`src/rtl/updown_count_ctrl.sv`:
```
// Bounded up/down counter driven by two asynchronous debounced button levels.
// Define AUTOREPEAT_EN to build the hold-to-repeat stepping FSM.
module updown_count_ctrl #(
    parameter int WIDTH         = 4,
    parameter int MAX_VAL       = 9,
    parameter int WRAP          = 1,
    parameter int HOLD_CYCLES   = 8,
    parameter int REPEAT_CYCLES = 4
) (
    input  logic             clk,
    input  logic             rst_a_p,
    input  logic             up_in,
    input  logic             down_in,
    input  logic             enable,
    output logic [WIDTH-1:0] count_out,
    output logic             at_max,
    output logic             at_min,
    output logic             count_pulse
);

    if (MAX_VAL < 1 || MAX_VAL >= (1 << WIDTH) || HOLD_CYCLES < 1 || REPEAT_CYCLES < 1)
    begin : g_param_check
        $error("updown_count_ctrl: invalid parameter combination");
    end

    localparam logic [WIDTH-1:0] MaxCount = WIDTH'(MAX_VAL);
    localparam logic [WIDTH-1:0] CountOne = WIDTH'(1);

    logic up_s1_q, up_s2_q, up_s3_q;
    logic down_s1_q, down_s2_q, down_s3_q;
    logic [1:0] warm_q;
    logic warm_done;

    // Rises are ignored until the history flop holds real input data, so a button
    // held through reset does not step when reset is released.
    always_ff @(posedge clk or posedge rst_a_p) begin
        if (rst_a_p) begin
            up_s1_q   <= 1'b0;
            up_s2_q   <= 1'b0;
            up_s3_q   <= 1'b0;
            down_s1_q <= 1'b0;
            down_s2_q <= 1'b0;
            down_s3_q <= 1'b0;
            warm_q    <= 2'd0;
        end else begin
            up_s1_q   <= up_in;
            up_s2_q   <= up_s1_q;
            up_s3_q   <= up_s2_q;
            down_s1_q <= down_in;
            down_s2_q <= down_s1_q;
            down_s3_q <= down_s2_q;
            if (warm_q != 2'd3) begin
                warm_q <= warm_q + 2'd1;
            end
        end
    end

    assign warm_done = (warm_q == 2'd3);

    logic up_rise, down_rise;
    logic up_rise_step, down_rise_step;
    logic both_held;
    logic up_step, down_step;

    assign up_rise        = up_s2_q & ~up_s3_q & warm_done;
    assign down_rise      = down_s2_q & ~down_s3_q & warm_done;
    assign up_rise_step   = up_rise & ~down_s2_q;
    assign down_rise_step = down_rise & ~up_s2_q;
    assign both_held      = up_s2_q & down_s2_q;

`ifdef AUTOREPEAT_EN
    localparam int TimerMax = (HOLD_CYCLES > REPEAT_CYCLES) ? HOLD_CYCLES : REPEAT_CYCLES;
    localparam int TimerW   = (TimerMax > 2) ? $clog2(TimerMax) : 1;
    localparam logic [TimerW-1:0] HoldLoad   = TimerW'(HOLD_CYCLES - 1);
    localparam logic [TimerW-1:0] RepeatLoad = TimerW'(REPEAT_CYCLES - 1);
    localparam logic [TimerW-1:0] TimerOne   = TimerW'(1);

    localparam logic [1:0] StIdle   = 2'd0;
    localparam logic [1:0] StHold   = 2'd1;
    localparam logic [1:0] StRepeat = 2'd2;

    logic [1:0]        state_q, state_d;
    logic [TimerW-1:0] timer_q, timer_d;
    logic              dir_up_q, dir_up_d;
    logic              track_held;

    assign track_held = dir_up_q ? up_s2_q : down_s2_q;

    always_comb begin
        state_d   = state_q;
        timer_d   = timer_q;
        dir_up_d  = dir_up_q;
        up_step   = 1'b0;
        down_step = 1'b0;
        if (!enable || both_held) begin
            state_d = StIdle;
            timer_d = '0;
        end else begin
            case (state_q)
                StIdle: begin
                    if (up_rise_step) begin
                        up_step  = 1'b1;
                        dir_up_d = 1'b1;
                        timer_d  = HoldLoad;
                        state_d  = StHold;
                    end else if (down_rise_step) begin
                        down_step = 1'b1;
                        dir_up_d  = 1'b0;
                        timer_d   = HoldLoad;
                        state_d   = StHold;
                    end
                end
                StHold, StRepeat: begin
                    if (!track_held) begin
                        state_d = StIdle;
                        timer_d = '0;
                    end else if (timer_q == '0) begin
                        up_step   = dir_up_q;
                        down_step = ~dir_up_q;
                        timer_d   = RepeatLoad;
                        state_d   = StRepeat;
                    end else begin
                        timer_d = timer_q - TimerOne;
                    end
                end
                default: begin
                    state_d = StIdle;
                    timer_d = '0;
                end
            endcase
        end
    end

    always_ff @(posedge clk or posedge rst_a_p) begin
        if (rst_a_p) begin
            state_q  <= StIdle;
            timer_q  <= '0;
            dir_up_q <= 1'b1;
        end else begin
            state_q  <= state_d;
            timer_q  <= timer_d;
            dir_up_q <= dir_up_d;
        end
    end
`else
    assign up_step   = enable & up_rise_step;
    assign down_step = enable & down_rise_step;
`endif

    logic [WIDTH-1:0] count_q, count_d;
    logic             at_max_q, at_min_q, pulse_q;

    always_comb begin
        count_d = count_q;
        if (up_step) begin
            if (count_q == MaxCount) begin
                count_d = (WRAP != 0) ? '0 : MaxCount;
            end else begin
                count_d = count_q + CountOne;
            end
        end else if (down_step) begin
            if (count_q == '0) begin
                count_d = (WRAP != 0) ? MaxCount : '0;
            end else begin
                count_d = count_q - CountOne;
            end
        end
    end

    // Flags and strobe derive from count_d so they line up with count_out.
    always_ff @(posedge clk or posedge rst_a_p) begin
        if (rst_a_p) begin
            count_q  <= '0;
            at_max_q <= 1'b0;
            at_min_q <= 1'b1;
            pulse_q  <= 1'b0;
        end else begin
            count_q  <= count_d;
            at_max_q <= (count_d == MaxCount);
            at_min_q <= (count_d == '0);
            pulse_q  <= (count_d != count_q);
        end
    end

    assign count_out   = count_q;
    assign at_max      = at_max_q;
    assign at_min      = at_min_q;
    assign count_pulse = pulse_q;

endmodule
```
`config.mk`:
```
export PLATFORM = sky130hd
export DESIGN_NAME = updown_count_ctrl
export DESIGN_NICKNAME = d
export VERILOG_FILES = /design/src/rtl/updown_count_ctrl.sv
export SDC_FILE = /design/constraint.sdc
export NUM_CORES = 1
export LEC_CHECK = 0
export BUFFER_PORTS_ARGS = -buffer_cell sky130_fd_sc_hd__buf_2
export CAP_MARGIN = 20
export CORE_ASPECT_RATIO = 1.2
export CORE_UTILIZATION = 40
export DETAILED_ROUTE_END_ITERATION = 16
export GPL_TIMING_DRIVEN = 0
export PLACE_DENSITY = 0.72
export SLEW_MARGIN = 20
export SYNTH_ARGS = -nofsm -noshare
export SYNTH_HDL_FRONTEND = slang
export SYNTH_SLANG_ARGS = --single-unit
```
`constraint.sdc`:
```
create_clock -name clk -period 2.5 [get_ports clk]
set_clock_uncertainty 0.05 [all_clocks]
set_input_delay 0.125 -clock clk [delete_from_list [all_inputs] [get_ports clk]]
set_output_delay 0.125 -clock clk [all_outputs]
set_load 0.005 [all_outputs]
```
# After elaboration in Yosys (flattened, before gate mapping)

Cells that the tools add are included.

Input bits: 5
Register bits after elaboration: 15
Output and inout port bits: 7

Multiplexer cells: 4
Equality and inequality tests: 5
$add $sub $neg: 3
Bitwise gates (word level): 12
Reduce and logical (&&, ||, !) cells: 2

Operators by type and width:

| kind                                             | count |
|---|---|
| 2-to-1 mux 4 bit                                 | 4 |
| bitwise AND 1 bit                                | 8 |
| == test 4 bit, second input constant             | 2 |
| zero test 4 bit                                  | 2 |
| adder 4 x 1 -> 4 bit, second input constant      | 1 |
| inequality test 4 bit                            | 1 |
| NOT 1 bit                                        | 4 |
| subtractor 4 x 1 -> 4 bit, second input constant | 1 |
| adder 2 x 1 -> 2 bit, second input constant      | 1 |
| == test 2 bit, second input constant             | 1 |
| inequality test 2 bit, second input constant     | 1 |

# Longest topological paths before layout

Gate-level depths: netlist of the first run.

Depth after elaboration: 8
Gate-level depth with buffers: 5
Mapped depth without buffers: 5

# Least setup slack after synthesis of the first run

No wires, ideal clock.

Path type: register to register
Start: register warm_q[0]
End: register count_q[1] (netlist: count_out[1])
Clock period less this slack: 1544 ps
Setup time: 138 ps
Data arrival time: 1355 ps
Stages on the path, launching flop included: 6
Required time: 2312 ps
Buffers on the path: 0
Slack: 956 ps
Path through: dfrtp_1 > ha_1 > and2_1 > nand2_1 > a21oi_1 > mux4_2

Word-level cells in the longest chain between the ends: 6
Elaborated cells between the ends (all ways): 9
Classes of those cells: 1 x eq/ne; 2 x mux; 6 x bitwise

RTL lines:

| what                   | RTL line | source |
|---|---|---|
| from (decl)            | 31       | `logic [1:0] warm_q;` |
| from (signal assigned) | 53       | `warm_q <= warm_q + 2'd1;` |
| == test 2 bit (*)      | 58       | `assign warm_done = (warm_q == 2'd3);` |
| bitwise AND 1 bit      | 66       | `assign down_rise = down_s2_q & ~down_s3_q & warm_done;` |
| bitwise AND 1 bit      | 68       | `assign down_rise_step = down_rise & ~up_s2_q;` |
| bitwise AND 1 bit      | 147      | `assign down_step = enable & down_rise_step;` |
| 2-to-1 mux 4 bit       | 161      | `end else if (down_step) begin` |
| 2-to-1 mux 4 bit (*)   | 155      | `if (up_step) begin` |
| via count_d[1]         | 150      | `logic [WIDTH-1:0] count_q, count_d;` |
| to (signal assigned)   | 178      | `count_q <= count_d;` |
| to (decl)              | 150      |  |

Mark *: on every way through the listed nets, which the timed path passes. The rest lies on a longest branch.
A chain may end at the register's enable or synchronous reset.

# Worst setup path in the final report of the first run

Same ends and word-level chain as after synthesis.

==> results of run 1 <==
==> cells by family after synthesis <==
family	after synthesis	share of synthesized area
AO/OA/AOI/OAI	13	0.130
XOR/XNOR	3	0.0355
multiplexers	3	0.0592
buffers and inverters	8	0.0457
AND/OR/NAND/NOR	22	0.203
adder cells (fa/ha/maj)	1	0.0169
flip-flops	15	0.509
==> power by group <==
part / total (W) / switching, W / internal, W / leakage [nW]
combinational: 0.000276 / 0.000152 / 0.000124 / 0.192
sequential: 0.000317 / 0.0000334 / 0.000283 / 0.169
clock: 0.000148 / 0.0000879 / 0.0000598 / 0.0177
==> cell usage in the layout, fill, tap and decap left out, drive strengths merged <==
cell type and instances:
mux4 1, nor2 3, a311oi 1, mux2 1, a221o 1, and2 1
buf 14, xnor2 3, clkbuf 4, nand4 1, o32ai 1, dlygate4sd3 3
a21oi 2, dfrtp 14, a221oi 1, clkinv 1, nor4 3, dfstp 1
nand4b 2, ha 1, nor3b 2, a2bb2oi 1, nand3 2, mux2i 1
o21ai 5, or3b 2, inv 4, and4 1, o221ai 1, nand2 5
==> synthesized netlist by cell type, types with 2 or more instances <==
library cell   n  area share
dfrtp_1       14        0.47
nand2_1        5       0.025
inv_1          4       0.020
buf_2          3       0.020
nor4_1         3       0.025
o21ai_1        3       0.020
xnor2_1        3       0.036
a21oi_1        2       0.014
nand3_1        2       0.014
nand4b_1       2       0.024
nor2_1         2       0.010
nor3b_2        2       0.034
o21ai_0        2       0.014
==> tightest hold or removal path: cells and delay by family <==
family        cells  cell delay, ps
simple gates      4             370
buf+inv           1             100
==> area by class of cell <==
type,count,area (sq um),share of cell area
Multi-Input combinational cell,42,329,0.376
Timing Repair Buffer,14,85.1,0.0973
Tap cell,18,22.5,0.0258
Clock inverter,1,5.00,0.00572
Inverter,4,15.0,0.0172
Clock buffer,3,22.5,0.0258
Sequential cell,15,377,0.431
Buffer,4,18.8,0.0215
==> path summary, 6_finish.rpt <==
| kind | startpoint | end | slack (ps) | cells after the start |
|---|---|---|---|---|
| max | warm_q[0]$_DFFE_PP0P_ | count_out[1]$_DFF_PP0_ | 860 | 5 |
| min | enable | count_out[2]$_DFF_PP0_ | 290 | 5 |
| max reg2reg | warm_q[0]$_DFFE_PP0P_ | count_out[1]$_DFF_PP0_ | 860 | 5 |
| min reg2reg | down_s1_q$_DFF_PP0_ | down_s2_q$_DFF_PP0_ | 310 | 0 |
| max in group asynchronous | rst_a_p | at_min$_DFF_PP1_ | 1690 | 3 |
| min in group asynchronous | rst_a_p | count_out[0]$_DFF_PP0_ | 340 | 3 |
==> stage by stage <==
stage | hold slack (ps) | setup WS, ps | utilization | power [W]
global route | 318 | 764 | 0.520 | 0.000791
global placement | 148 | 894 | 0.486 | 0.000593
finish | 287 | 858 | 0.520 | 0.000740
CTS | 287 | 852 | 0.520 | 0.000743
detailed placement | 157 | 869 | 0.486 | 0.000594
floorplan | -24.2 | 956 | - | 0.000518
==> timing repair <==
action,in CTS,in global routing
resized for setup,0,0
endpoints found under the hold margin,16,0
endpoints found under the setup margin,0,0
hold buffers,3,0
==> per-layer routing <==
metal	GRT usage	wire [um]	vias up
met5	0	0	-
met4	0.0806	36	0
met3	0.0548	48	5
met2	0.216	588	16
met1	0.182	549	262
li1	-	-	275
==> results.sh, run 1 <==
export IMPL_status="complete, no violations"
export IMPL_cts_sinks=15
export IMPL_yosys_register_bits=15
export IMPL_finalWeightedCongestion=0.737
export IMPL_ys_warn_count=0
export IMPL_fin_crit_ps=1640
export IMPL_dr_pass1_iters=4
export IMPL_maxSlewViolCount=0
export IMPL_n_fill_cell=157
export IMPL_drt_iter0_drc=14
export IMPL_synthFlopType="dfrtp_1"
export IMPL_maxCapViolations=0
export IMPL_worstMarginPinSlew_ps=531
export IMPL_initial_core_util=0.440
export IMPL_dpl_cell_area_sq_um=817
export IMPL_routedWlPerCell_um=12.1
export IMPL_ant_nets=0
export IMPL_vias=558
export IMPL_layout_nets=90
export IMPL_fp_dieW_um=41.3
export IMPL_setup_viol=0
export IMPL_min_period_over_period=0.657
export IMPL_die_area_sq_um=2030
export IMPL_clk_pin_slew_worst_paths_ps=100
export IMPL_grt_pass1_vias=498
export IMPL_arrival_ps=1780
export IMPL_crit_chain="ha_1, and2_1, nand2_1, a21oi_1, mux4_2"
export IMPL_grt_pass1_wl_mm=1.99
export IMPL_synth_fp_nets=71
export IMPL_via_per_inst=5.52
export IMPL_ios=12
export IMPL_final_setup_tns_ps=0
export IMPL_startpoint_type="register"
export IMPL_p_leak_nw=0.379
export IMPL_numCtsBuffers=3
export IMPL_clk_latency_ps=300
export IMPL_yosysSeqAreaShare=0.509
export IMPL_worst_hold_path_type="in -> reg"
export IMPL_cts_root_buffer="clkbuf_4"
export IMPL_antennaDiodeCount=0
export IMPL_max_clock_freq_ghz=0.609
export IMPL_slew_headroom=0.645
export IMPL_slowest_delay_ps=440
export IMPL_clk_path_buf_depth=2
export IMPL_critPathBufInv=0
export IMPL_core_area_sq_um=1680
export IMPL_syn2layout_area_growth_pct=18.3
export IMPL_die_h_um=49.1
export IMPL_num_rows=16
export IMPL_post_route_cell_area_sq_um=875
export IMPL_drc=0
export IMPL_avgSynthCellArea_sq_um=11.4
export IMPL_synthCells=65
export IMPL_required_ps=2630
export IMPL_dp_cells=94
export IMPL_postCtsSetupBuffers=0
export IMPL_h_tree_depth=1
export IMPL_synthArstFlopShare=1.00
export IMPL_cp_top_family="multiplexers"
export IMPL_power_density_nw_per_um2=847
export IMPL_globalRouteOverflowTotal=0
export IMPL_synth_edf_count=0
export IMPL_grt_usage=0.148
export IMPL_rsz0062_at_grt="false"
export IMPL_dp_hpwl_um=911
export IMPL_grt_max_degree=16
export IMPL_crit_fanout=6
export IMPL_antenna_found_initial=0
export IMPL_hold_violations=0
export IMPL_port_buffers=11
export IMPL_critPathCaptureType="register"
export IMPL_largest_register_ffs=4
export IMPL_ir_drop_uv=329
export IMPL_drive_gt1_frac=0.313
export IMPL_finalNonFillerCells=101
export IMPL_worstSetupPathType="reg -> reg"
export IMPL_cp_slowest_cell="mux4_2"
export IMPL_synth_area_sq_um=739
export IMPL_wirelength_mm=1.22
export IMPL_synth_distinct_cells=31
export IMPL_cts_tree="built"
Note: power is estimated with default switching activity, not from simulation.
==> inputs of run 2 (changes only) <==
==> constraint.sdc (replaced) <==
create_clock -name clk -period 1.65 [get_ports clk]
set_clock_uncertainty 0.05 [all_clocks]
set_input_delay 0.0825 -clock clk [delete_from_list [all_inputs] [get_ports clk]]
set_output_delay 0.0825 -clock clk [all_outputs]
set_load 0.005 [all_outputs]
==> run 2 against run 1 <==
  * Clock-buffer cell count did not move
  * Hold slack got worse by 43 ps
  * Flip-flop and latch count did not move
  * Die area did not move
  * Non-clock buffer count rose by 1
  * Fmax rose by 3.9%
==> results.sh, run 2 (same netlist as run 1, synthesis figures left out) <==
export IMPL_p_int_w=0.000709
export IMPL_layout_nets=91
export IMPL_fp_dieW_um=41.3
export IMPL_drive_gt1_frac=0.369
export IMPL_clk_path_buf_depth=2
export IMPL_antenna_found_initial=0
export IMPL_setup_viol=0
export IMPL_slew_headroom=0.645
export IMPL_numCtsBuffers=3
export IMPL_startpoint_type="register"
export IMPL_swShare=0.370
export IMPL_grt_pass1_wl_mm=1.99
export IMPL_switching_power_w=0.000416
export IMPL_vias=569
export IMPL_arrival_ps=1710
export IMPL_final_setup_tns_ps=0
export IMPL_p_leak_nw=0.384
export IMPL_die_area_sq_um=2030
export IMPL_syn2layout_area_growth_pct=20.5
export IMPL_num_rows=16
export IMPL_cts_root_buffer="clkbuf_4"
export IMPL_initial_core_util=0.440
export IMPL_max_clock_freq_ghz=0.633
export IMPL_via_per_inst=5.58
export IMPL_worstSetupPathType="reg -> reg"
export IMPL_h_tree_depth=1
export IMPL_grt_pass1_vias=498
export IMPL_clk_latency_ps=300
export IMPL_cp_top_family="multiplexers"
export IMPL_dp_hpwl_um=911
export IMPL_crit_chain="ha_2, and2_2, nand2_2, a21oi_1, mux4_2"
export IMPL_n_fill_cell=159
export IMPL_globalRouteOverflowTotal=0
export IMPL_drt_iter0_drc=13
export IMPL_core_area_sq_um=1680
export IMPL_status="complete, no violations"
export IMPL_wirelength_mm=1.29
export IMPL_worstMarginPinSlew_ps=532
export IMPL_die_h_um=49.1
export IMPL_fin_crit_ps=1580
export IMPL_required_ps=1780
export IMPL_min_period_over_period=0.957
export IMPL_ir_drop_uv=498
export IMPL_grt_usage=0.148
export IMPL_finalWeightedCongestion=0.737
export IMPL_slowest_delay_ps=440
export IMPL_pwr_share_seq=0.427
export IMPL_critPathCaptureType="register"
export IMPL_routedWlPerCell_um=12.6
export IMPL_port_buffers=11
export IMPL_cts_tree="built"
export IMPL_hold_violations=0
export IMPL_ios=12
export IMPL_drc=0
export IMPL_maxSlewViolCount=0
export IMPL_cts_sinks=15
export IMPL_antennaDiodeCount=0
export IMPL_dr_pass1_iters=4
export IMPL_critPathBufInv=0
export IMPL_pwr_share_clk=0.199
export IMPL_power_w=0.00112
export IMPL_power_density_nw_per_um2=1260
export IMPL_crit_fanout=6
export IMPL_cp_slowest_cell="mux4_2"
export IMPL_clk_pin_slew_worst_paths_ps=100
export IMPL_p_comb_frac=0.374
export IMPL_worst_hold_path_type="in -> reg"
export IMPL_ant_nets=0
export IMPL_largest_register_ffs=4
export IMPL_maxCapViolations=0
export IMPL_grt_max_degree=16
export IMPL_final_cell_mix="buf_2, dfrtp_1, inv_1"
export IMPL_rsz0062_at_grt="false"
run 2: final cells by class:
class / count / area (sq um) / share of cell area
Buffer: 4 / 18.8 / 0.0211
Clock buffer: 3 / 22.5 / 0.0253
Clock inverter: 1 / 5.00 / 0.00562
Inverter: 4 / 15.0 / 0.0169
Multi-Input combinational cell: 42 / 338 / 0.379
Sequential cell: 15 / 377 / 0.423
Tap cell: 18 / 22.5 / 0.0253
Timing Repair Buffer: 15 / 92.6 / 0.104
run 2: tightest hold or removal path: stages:
cell,delay [ps]
buf_2,100
nand2_1,160
nor2_4,70
nand4b_1,80
nand3_1,60
run 2: metal layers:
metal / global-route usage / wire length [um] / up-vias
li1: - / - / 276
met3: 0.0548 / 61 / 3
met2: 0.216 / 649 / 23
met4: 0.0806 / 31 / 0
met5: 0 / 0 / -
met1: 0.182 / 542 / 267
run 2: what timing repair did:
item / in CTS / in global routing
setup buffers: 0 / 1
hold buffers: 3 / 0
endpoints found under the setup margin: 0 / 1
resized for setup: 0 / 4
hold endpoints to repair: 16 / 0
run 2: worst paths after layout:
| kind | startpoint | endpoint | slack [ps] | depth (start not counted) |
|---|---|---|---|---|
| min in group asynchronous | rst_a_p | count_out[0]$_DFF_PP0_ | 290 | 3 |
| hold reg to reg | down_s1_q$_DFF_PP0_ | down_s2_q$_DFF_PP0_ | 310 | 0 |
| setup reg to reg | warm_q[0]$_DFFE_PP0P_ | count_out[1]$_DFF_PP0_ | 70 | 5 |
| hold / removal | enable | count_out[2]$_DFF_PP0_ | 240 | 5 |
| setup / recovery | warm_q[0]$_DFFE_PP0P_ | count_out[1]$_DFF_PP0_ | 70 | 5 |
| max in group asynchronous | rst_a_p | at_min$_DFF_PP1_ | 880 | 3 |
run 2: power by group through the flow:
stage	clock network (W)	registers, W	logic [W]
finish	0.000224	0.000480	0.000421
floorplan	0	0.000487	0.000298
global route	0.000243	0.000491	0.000465
CTS	0.000229	0.000481	0.000417
global placement	0	0.000484	0.000414
detailed placement	0	0.000489	0.000411
run 2: per-stage QoR:
step / hold WS (ps) / cells / utilization / instance area [sq um] / setup slack [ps]
2_1_floorplan: -66.7 / 65 / - / 739 / 106
3_3_place_gp: 106 / 94 / 0.486 / 817 / 44.4
3_5_place_dp: 115 / 94 / 0.486 / 817 / 19.3
4_1_cts: 244 / 101 / 0.520 / 875 / 2.18
5_1_grt: 283 / 102 / 0.530 / 891 / 19.8
6_report: 244 / 102 / 0.530 / 891 / 70.7
